## src/rtl/operand_deflattener_if.sv

```systemverilog
// Half-vector input and full-vector output handshake bundle for operand_deflattener.
// The slave modport is the deflattener's view; master is the producer/consumer side.
interface operand_deflattener_if #(
    parameter int unsigned LANES  = 16,
    parameter int unsigned ELEM_W = 32
);
    logic                         s_valid;
    logic                         s_ready;
    logic                         s_odd;
    logic [LANES*ELEM_W-1:0]      s_data;
    logic                         m_valid;
    logic                         m_ready;
    logic [2*LANES*ELEM_W-1:0]    m_data;

    modport slave (
        input  s_valid, s_odd, s_data, m_ready,
        output s_ready, m_valid, m_data
    );

    modport master (
        output s_valid, s_odd, s_data, m_ready,
        input  s_ready, m_valid, m_data
    );
endinterface

```

## src/rtl/operand_deflattener.sv

```systemverilog
// Reassembles an even half-vector beat and an odd half-vector beat into one interleaved
// full vector (element 2i from the even beat, 2i+1 from the odd beat).
// Optional feature: define OPERAND_DEFLAT_OVERLAP_EN to accept the next even beat while
// a finished vector is still being held downstream.
module operand_deflattener #(
    parameter int unsigned LANES  = 16,
    parameter int unsigned ELEM_W = 32
) (
    input  logic                       clk,
    input  logic                       rst_n,
    operand_deflattener_if.slave       bus,
    input  logic                       clear_err,
    output logic                       seq_err,
    output logic [15:0]                vec_count
);
    localparam int unsigned HALF_W = LANES * ELEM_W;
    localparam int unsigned VEC_W  = 2 * HALF_W;

    typedef enum logic [1:0] {StWaitEven, StWaitOdd, StHold} state_e;

    state_e              r_state;
    logic [HALF_W-1:0]   r_even;
    logic [VEC_W-1:0]    r_out;
    logic                r_m_valid;
    logic                r_seq_err;
    logic [15:0]         r_vec_count;

    logic                w_even_vld;
    logic                w_s_ready;
    logic                w_s_acc;
    logic                w_m_acc;
    logic                w_set_err;
    logic                w_even_next;
    logic [VEC_W-1:0]    w_interleave;

`ifdef OPERAND_DEFLAT_OVERLAP_EN
    logic r_even_vld;
    assign w_even_vld = r_even_vld;
`else
    assign w_even_vld = 1'b0;
`endif

    // Input ready depends only on state and the pending-even flag.
    always_comb begin
        w_s_ready = 1'b0;
        case (r_state)
            StWaitEven: w_s_ready = 1'b1;
            StWaitOdd:  w_s_ready = 1'b1;
`ifdef OPERAND_DEFLAT_OVERLAP_EN
            StHold:     w_s_ready = !w_even_vld;
`else
            StHold:     w_s_ready = 1'b0;
`endif
            default:    w_s_ready = 1'b0;
        endcase
    end

    assign w_s_acc = bus.s_valid && w_s_ready;
    assign w_m_acc = r_m_valid && bus.m_ready;

    // Any beat whose pass tag does not match what the state expects is an ordering error.
    assign w_set_err = w_s_acc && (((r_state == StWaitEven) && bus.s_odd) ||
                                   ((r_state == StWaitOdd) && !bus.s_odd) ||
                                   ((r_state == StHold) && bus.s_odd));

    // An even beat already captured (or arriving now) sends HOLD straight to WAIT_ODD.
    assign w_even_next = w_even_vld || (w_s_acc && !bus.s_odd && (r_state == StHold));

    // Pure bit placement of stored even lanes and incoming odd lanes.
    always_comb begin
        w_interleave = '0;
        for (int i = 0; i < LANES; i++) begin
            w_interleave[(2*i)*ELEM_W +: ELEM_W]   = r_even[i*ELEM_W +: ELEM_W];
            w_interleave[(2*i+1)*ELEM_W +: ELEM_W] = bus.s_data[i*ELEM_W +: ELEM_W];
        end
    end

    // Pass-ordering FSM with registered output vector, error flag and handshake counter.
    always_ff @(posedge clk or negedge rst_n) begin
        if (!rst_n) begin
            r_state     <= StWaitEven;
            r_even      <= '0;
            r_out       <= '0;
            r_m_valid   <= 1'b0;
            r_seq_err   <= 1'b0;
            r_vec_count <= '0;
`ifdef OPERAND_DEFLAT_OVERLAP_EN
            r_even_vld  <= 1'b0;
`endif
        end else begin
            // Set has priority over clear.
            if (w_set_err) begin
                r_seq_err <= 1'b1;
            end else if (clear_err) begin
                r_seq_err <= 1'b0;
            end

            case (r_state)
                StWaitEven: begin
                    if (w_s_acc && !bus.s_odd) begin
                        r_even  <= bus.s_data;
                        r_state <= StWaitOdd;
                    end
                end
                StWaitOdd: begin
                    if (w_s_acc) begin
                        if (bus.s_odd) begin
                            r_out     <= w_interleave;
                            r_m_valid <= 1'b1;
                            r_state   <= StHold;
                        end else begin
                            r_even <= bus.s_data;
                        end
                    end
                end
                StHold: begin
`ifdef OPERAND_DEFLAT_OVERLAP_EN
                    if (w_s_acc && !bus.s_odd) begin
                        r_even     <= bus.s_data;
                        r_even_vld <= 1'b1;
                    end
`endif
                    if (w_m_acc) begin
                        r_m_valid   <= 1'b0;
                        r_vec_count <= r_vec_count + 16'd1;
                        if (w_even_next) begin
                            r_state <= StWaitOdd;
`ifdef OPERAND_DEFLAT_OVERLAP_EN
                            r_even_vld <= 1'b0;
`endif
                        end else begin
                            r_state <= StWaitEven;
                        end
                    end
                end
                default: r_state <= StWaitEven;
            endcase
        end
    end

    assign bus.s_ready = w_s_ready;
    assign bus.m_valid = r_m_valid;
    assign bus.m_data  = r_out;
    assign seq_err     = r_seq_err;
    assign vec_count   = r_vec_count;

endmodule

```

## src/flat_wrapper.sv

```systemverilog
// flat-port wrapper written by rule: the top's interface ports become plain ports
module operand_deflattener_flat 
#(
    parameter int unsigned LANES  = 16,
    parameter int unsigned ELEM_W = 32
)
  (clk, rst_n, clear_err, seq_err, vec_count, bus_s_valid, bus_s_odd, bus_s_data, bus_m_ready, bus_s_ready, bus_m_valid, bus_m_data);
  operand_deflattener_if #(.LANES(LANES), .ELEM_W(ELEM_W)) bus_i ();
  input  logic clk;
  input  logic rst_n;
  input  logic clear_err;
  output logic seq_err;
  output logic [15:0] vec_count;
  input wire logic [$bits(bus_i.s_valid)-1:0] bus_s_valid;
  input wire logic [$bits(bus_i.s_odd)-1:0] bus_s_odd;
  input wire logic [$bits(bus_i.s_data)-1:0] bus_s_data;
  input wire logic [$bits(bus_i.m_ready)-1:0] bus_m_ready;
  output wire logic [$bits(bus_i.s_ready)-1:0] bus_s_ready;
  output wire logic [$bits(bus_i.m_valid)-1:0] bus_m_valid;
  output wire logic [$bits(bus_i.m_data)-1:0] bus_m_data;
  assign bus_i.s_valid = bus_s_valid;
  assign bus_i.s_odd = bus_s_odd;
  assign bus_i.s_data = bus_s_data;
  assign bus_i.m_ready = bus_m_ready;
  assign bus_s_ready = bus_i.s_ready;
  assign bus_m_valid = bus_i.m_valid;
  assign bus_m_data = bus_i.m_data;
  operand_deflattener #(.LANES(LANES), .ELEM_W(ELEM_W)) u_core (.clk(clk), .rst_n(rst_n), .bus(bus_i), .clear_err(clear_err), .seq_err(seq_err), .vec_count(vec_count));
endmodule
```

## config.mk

```make
export PLATFORM = sky130hd
export DESIGN_NAME = operand_deflattener_flat
export DESIGN_NICKNAME = d
export VERILOG_FILES = /design/src/rtl/operand_deflattener_if.sv /design/src/rtl/operand_deflattener.sv /design/src/flat_wrapper.sv
export SDC_FILE = /design/constraint.sdc
export NUM_CORES = 2
export LEC_CHECK = 0
export CORE_AREA = 2 2 600 602
export DETAILED_ROUTE_END_ITERATION = 16
export DIE_AREA = 0 0 602 604
export MAX_ROUTING_LAYER = met4
export PLACE_DENSITY = 0.43
export SYNTH_ARGS = -nofsm -noshare
export SYNTH_HDL_FRONTEND = slang
export SYNTH_SLANG_ARGS = --single-unit
export TNS_END_PERCENT = 5
```

## constraint.sdc

```tcl
create_clock -name clk -period 1.6 [get_ports clk]
set_input_delay 0.32 -clock clk [delete_from_list [all_inputs] [get_ports clk]]
set_output_delay 0.32 -clock clk [all_outputs]
set_load 0.02 [all_outputs]
```

# After elaboration in Yosys (flattened, before gate mapping)
# Index checks and enable logic that the tools add are counted.
word_totals:
  wordCells: 52
  reg_bits: 1556
  out_inout_bits: 1043
  in_bits: 518
classes:
  eq_ne: 7
  n_mux: 17
  n_addsub: 1
  n_reduce_logical: 21
op_table:
  columns: ["operator", "count"]
  rows:
  - ["2-to-1 mux 512 bit", 3]
  - ["case mux 512 bit (2 select lines)", 1]
  - ["adder 16 x 1 -> 16 bit (second input constant)", 1]
  - ["AND reduction 4 bit", 3]
  - ["logical AND 1 bit", 8]
  - ["2-to-1 mux 2 bit", 4]
  - ["2-to-1 mux 1 bit", 7]
  - ["!= test 2 bit (second input constant)", 3]
  - ["case mux 2 bit (3 select lines)", 1]
  - ["nonzero test 2 bit", 3]
  - ["!= test 2 x 1 -> 1 bit (second input constant)", 2]
  - ["AND reduction 3 bit", 1]
  - ["equality test 2 x 1 -> 1 bit (second input constant)", 1]
  - ["equality test 2 bit (second input constant)", 1]
  - ["logical NOT 2 bit", 1]
  - ["logical OR 1 bit", 2]
  - ["case mux 1 bit (2 select lines)", 1]
  - ["AND reduction 2 bit", 1]
  - ["OR reduction 2 bit", 1]
  - ["logical NOT 1 bit", 1]

# Longest topological paths before layout
logic_depth:
  ltp_word: 9
  mapped_depth: 7
  mapped_depth_nobuf: 5

# Least setup slack after synthesis
# Ideal clock, no wire load.
synth_path:
  path_kind: "flip-flop to flip-flop"
  start: "register u_core.r_vec_count[0], in the netlist u_core.vec_count[0]"
  end: "register u_core.r_vec_count[12], in the netlist u_core.vec_count[12]"
  stages_incl_launch_ff: 6
  required_ps: 1470
  synth_period_minus_slack_ps: 1673
  setup_ps: 130
  path_buffers: 0
  slack_ps: -73
  t_arrival_ps: 1543
  path_cell_list: "dfrtp_1 > ha_1 > nand2_1 > or4_4 > nand2b_1 > xnor2_1"
synth_via:
  elab_chain_cells: 1
synth_rtl:
  columns: ["item", "line_no", "source"]
  rows:
  - ["start, declared", "operand_deflattener.sv:26", "logic [15:0] r_vec_count;"]
  - ["start signal, assigned", "operand_deflattener.sv:125", "r_vec_count <= r_vec_count + 16'd1;"]
  - ["adder 16 x 1 -> 16 bit", "operand_deflattener.sv:125", null]
# No other way between the ends.
# A chain may end at the register's enable or synchronous reset.

# Final worst setup path
layout_path:
  start: "register u_core.r_state[1]"
  end: "register u_core.r_even[197]"
layout_via:
  elab_chain_cells: 7
  word_cells_on_any_way: 12
  classes_between: "eq/ne: 4; mux: 2; reduce/logical: 6"
layout_rtl:
  columns: ["item", "line_no", "source"]
  rows:
  - ["start, declared", "operand_deflattener.sv:21", "state_e r_state;"]
  - ["start signal, assigned", "operand_deflattener.sv:81", "r_state <= StWaitEven;"]
  - ["start signal, assigned", "operand_deflattener.sv:102", "r_state <= StWaitOdd;"]
  - ["start signal, assigned", "operand_deflattener.sv:110", "r_state <= StHold;"]
  - ["equality test 2 x 1 -> 1 bit or logical NOT 2 bit (tied branches)", "operand_deflattener.sv:46, operand_deflattener.sv:98", null]
  - ["OR reduction 2 bit (no line)", null, null]
  - ["2-to-1 mux 1 bit", "operand_deflattener.sv:46", "case (r_state)"]
  - ["logical AND 1 bit", "operand_deflattener.sv:58", "assign w_s_acc = bus.s_valid && w_s_ready;"]
  - ["logical AND 1 bit", "operand_deflattener.sv:100", "if (w_s_acc && !bus.s_odd) begin"]
  - ["!= test 2 bit (no line)", null, null]
  - ["AND reduction 4 bit (no line)", null, null]
  - ["end signal, assigned", "operand_deflattener.sv:101", "r_even <= bus.s_data;"]
  - ["end signal, assigned", "operand_deflattener.sv:112", "r_even <= bus.s_data;"]
  - ["end, declared", "operand_deflattener.sv:22", "logic [HALF_W-1:0] r_even;"]
# Several ways; a longest one is shown, not always the timed one.

==> flow_metrics.env <==
export IMPL_die_area_um2=364000
export IMPL_cp_end_kind="flop"
export IMPL_finalHoldViolCount=0
export IMPL_whs_endpoint="u_core.bus.m_data[877]"
export IMPL_synthesis_nets=3840
export IMPL_synth_cells=3321
export IMPL_cp_max_fo=37
export IMPL_drv_slew=0
export IMPL_die_w_um=602
export IMPL_worst_pin_slew_ns=0.574
export IMPL_drtAntennaViolNets=0
export IMPL_skew_ns=0.0296
export IMPL_drv_cap=0
export IMPL_r2r_start="u_core.r_state[1]"
export IMPL_rsz0062_at_grt="true"
export IMPL_path_buf_inv=3
export IMPL_core_um2=358000
export IMPL_power_leakage_nw=37.5
export IMPL_dr_pass1_iters=5
export IMPL_cts_max_path_buffers=4
export IMPL_power_density_nw_per_um2=2030
export IMPL_hp_class="in2reg"
export IMPL_initial_utilization_pct=16.1
export IMPL_cts_tree="yes"
export IMPL_timing_fmax_ghz=0.517
export IMPL_arrival_ns=2.68
export IMPL_fin_cells=10200
export IMPL_fin_nets=5691
export IMPL_avgSynthCellArea_um2=17.4
export IMPL_holdPathStages=2
export IMPL_grt_pass1_vias=38900
export IMPL_grt_ovfl_total=0
export IMPL_path_delay_family="buffers and inverters"
export IMPL_dp_hpwl_mm=225
export IMPL_die_height_um=604
export IMPL_fin_ws_ns=-0.333
export IMPL_viasPerCell=3.58
export IMPL_dp_cells=9704
export IMPL_yosysUniqueCellTypes=30
export IMPL_crit_chain="inv_2 -> nand2_1 -> nor2_4 -> buf_12 -> buf_16 -> mux2_2"
export IMPL_maxSlewHeadroom_pct=61.7
export IMPL_rr_endpoint="u_core.r_even[197]"
export IMPL_cts_sinks=1556
export IMPL_drc_errors=0
export IMPL_crit_path_max_incr_delay_ns=0.38
export IMPL_drive_gt1_share_pct=44.5
export IMPL_nFillCells=37400
export IMPL_cp_start_kind="flop"
export IMPL_worstRegToRegCells=6
export IMPL_grt_pass1_wl_mm=363
export IMPL_syn_to_final_growth_pct=51.4
export IMPL_fin_hold_ws_ns=0.114
export IMPL_routabilityCongestion=0.867
export IMPL_track_usage_pct=15.0
export IMPL_clkLatencyLatePin_ns=0.85
export IMPL_synth_seq_cells=1556
export IMPL_drt_total_wl_mm=273
export IMPL_hp_start="bus_s_data[429]"
export IMPL_cts_root_buffer="clkbuf_16"
export IMPL_syn_area_um2=57700
export IMPL_setup_viol=2568
export IMPL_fin_crit_ns=1.93
export IMPL_postPlaceCellArea_um2=81000
export IMPL_post_route_period_util_pct=121
export IMPL_drtIter0Drc=1577
export IMPL_cts_max_level=4
export IMPL_clkTransAtPathRegs_ns=0.06
export IMPL_worstPathRequired_ns=2.34
export IMPL_io_pins=1561
export IMPL_ys_warnings_count=0
export IMPL_grt_max_degree=106
export IMPL_wl_per_cell_um=26.9
export IMPL_violations="negative setup slack"
export IMPL_final_area_um2=87300
export IMPL_dp_worst_setup_slack_ns=-0.738
export IMPL_ir_worst_vdd_mv=0.941
export IMPL_p_total_mw=177
export IMPL_rrSetupSlack_ns=-0.33
export IMPL_yosysSeqAreaShare_pct=67.5
export IMPL_outcome="complete, but fails checks"
export IMPL_critPathKind="reg2reg"
export IMPL_antenna_found_initial=190
export IMPL_num_vias=36400
export IMPL_row_count=220
export IMPL_io_buffers=1560
export IMPL_numCtsBuffers=187
export IMPL_cp_slowest_cell="dfrtp_1"
==> registers in the layout, summed over array words and instances, names as in the netlist <==
register and count:
u_core.bus.m_data 1024, u_core.r_even 512, u_core.vec_count 16, u_core.r_state 2, u_core.bus.m_valid 1, u_core.seq_err 1
==> worst register-to-register path, cell delays in order, from the launching register on <==
cell and delay (ns):
dfrtp_1 0.38, inv_2 0.12, nand2_1 0.12, nor2_4 0.17, buf_12 0.21, buf_16 0.40, mux2_2 0.43
==> power breakdown <==
| group | switching (mW) | internal, mW |
|---|---|---|
| clock | 17.6 | 25.3 |
| combinational | 37.8 | 30.6 |
| sequential | 10.2 | 55.9 |
==> how the worst max path moves through the flow <==
stage,endpoint,startpoint,cells past startpoint
after global routing,u_core.bus.m_data[761],u_core.r_state[1],6
after global placement,u_core.bus.m_data[598],bus_s_valid,5
after floorplan,u_core.bus.m_data[852],u_core.r_state[1],7
after detailed placement,u_core.bus.m_data[1022],bus_s_valid,5
after CTS,bus_m_data[251],u_core.bus.m_data[251],1
final,u_core.r_even[197],u_core.r_state[1],6
==> layer usage <==
layer / share of wire [%] / track usage [%]
met5: 0 / -
met4: 3.0 / 4.08
met3: 8.3 / 5.59
met2: 49 / 24.8
met1: 40 / 17.0
==> stage by stage <==
stage	setup TNS (ns)	util, %
6_report	-545.26	24.4
2_1_floorplan	-7.47	-
4_1_cts	-776.05	24.3
3_3_place_gp	-933.15	22.7
5_1_grt	-787.50	24.4
3_5_place_dp	-927.75	22.7
==> cells in the mapped netlist <==
master,number,area [µm²]
or4_4,1,11.3
o31ai_1,1,7.51
or2_2,1,6.26
and2_1,2,12.5
nand3_1,5,25.0
mux2_2,1398,15700
nand2b_1,1,6.26
and3_1,1,6.26
buf_2,105,526
nor4_1,1,6.26
mux2_1,138,1550
and4_1,1,8.76
nor2_1,4,15.0
buf_6,17,191
buf_4,48,360
nor3b_1,1,7.51
xnor2_1,13,114
inv_1,2,7.51
inv_2,1,3.75
nand2_1,11,41.3
a211oi_1,1,7.51
nor2b_1,1,6.26
nand4_1,3,18.8
dfrtp_1,1556,38900
nand4b_4,1,23.8
or3_1,1,6.26
o22ai_1,1,6.26
ha_1,1,12.5
nor2_2,1,6.26
xor2_1,3,26.3
==> kinds of logic (layout without fill, tap and decap cells) <==
logic type               Yosys count  after routing  share of synthesized area [%]
XOR/XNOR                          16             16                          0.243
AO/OA/AOI/OAI                      3              3                         0.0369
other                              0             72                              0
flip-flops                      1556           1556                           67.5
multiplexers                    1536           1536                           30.0
adder cells (fa/ha/maj)            1              1                         0.0217
buffers and inverters            173           2169                           1.89
AND/OR/NAND/NOR                   36             36                          0.360
==> cell type report <==
| type | count | area, µm² | area share [%] |
|---|---|---|---|
| timing repair buffer | 1832 | 18400 | 21.1 |
| multi-input combinational | 1592 | 17700 | 20.3 |
| sequential | 1556 | 39000 | 44.6 |
| clock inverter | 49 | 607 | 0.695 |
| antenna | 72 | 180 | 0.206 |
| clock buffer | 285 | 5510 | 6.31 |
| tap | 4773 | 5970 | 6.84 |
| inverter | 3 | 11.3 | 0.0129 |
==> layout by cell type, fill, tap and decap left out, drive strengths merged, types with 9 or more instances in the layout <==
cell / Yosys / layout
clkdlybuf4s15: 0 / 162
buf: 170 / 589
xnor2: 13 / 13
dlygate4sd3: 0 / 16
dfrtp: 1556 / 1556
clkbuf: 0 / 289
diode: 0 / 72
dlygate4sd2: 0 / 545
clkdlybuf4s50: 0 / 516
bufinv: 0 / 10
mux2: 1536 / 1536
nand2: 11 / 11
inv: 3 / 9
clkinv: 0 / 28
==> timing repair <==
item | 4_1_cts | 5_1_grt
setup buffers | 19 | 15
gates cloned | 0 | 2
pin swaps | 0 | 0
hold endpoints to repair | 1091 | 0
hold buffers | 16 | 0
endpoints found under the setup margin | 2587 | 2590
resized for setup | 1995 | 432
No activity file was read; power rests on OpenSTA's default activity.
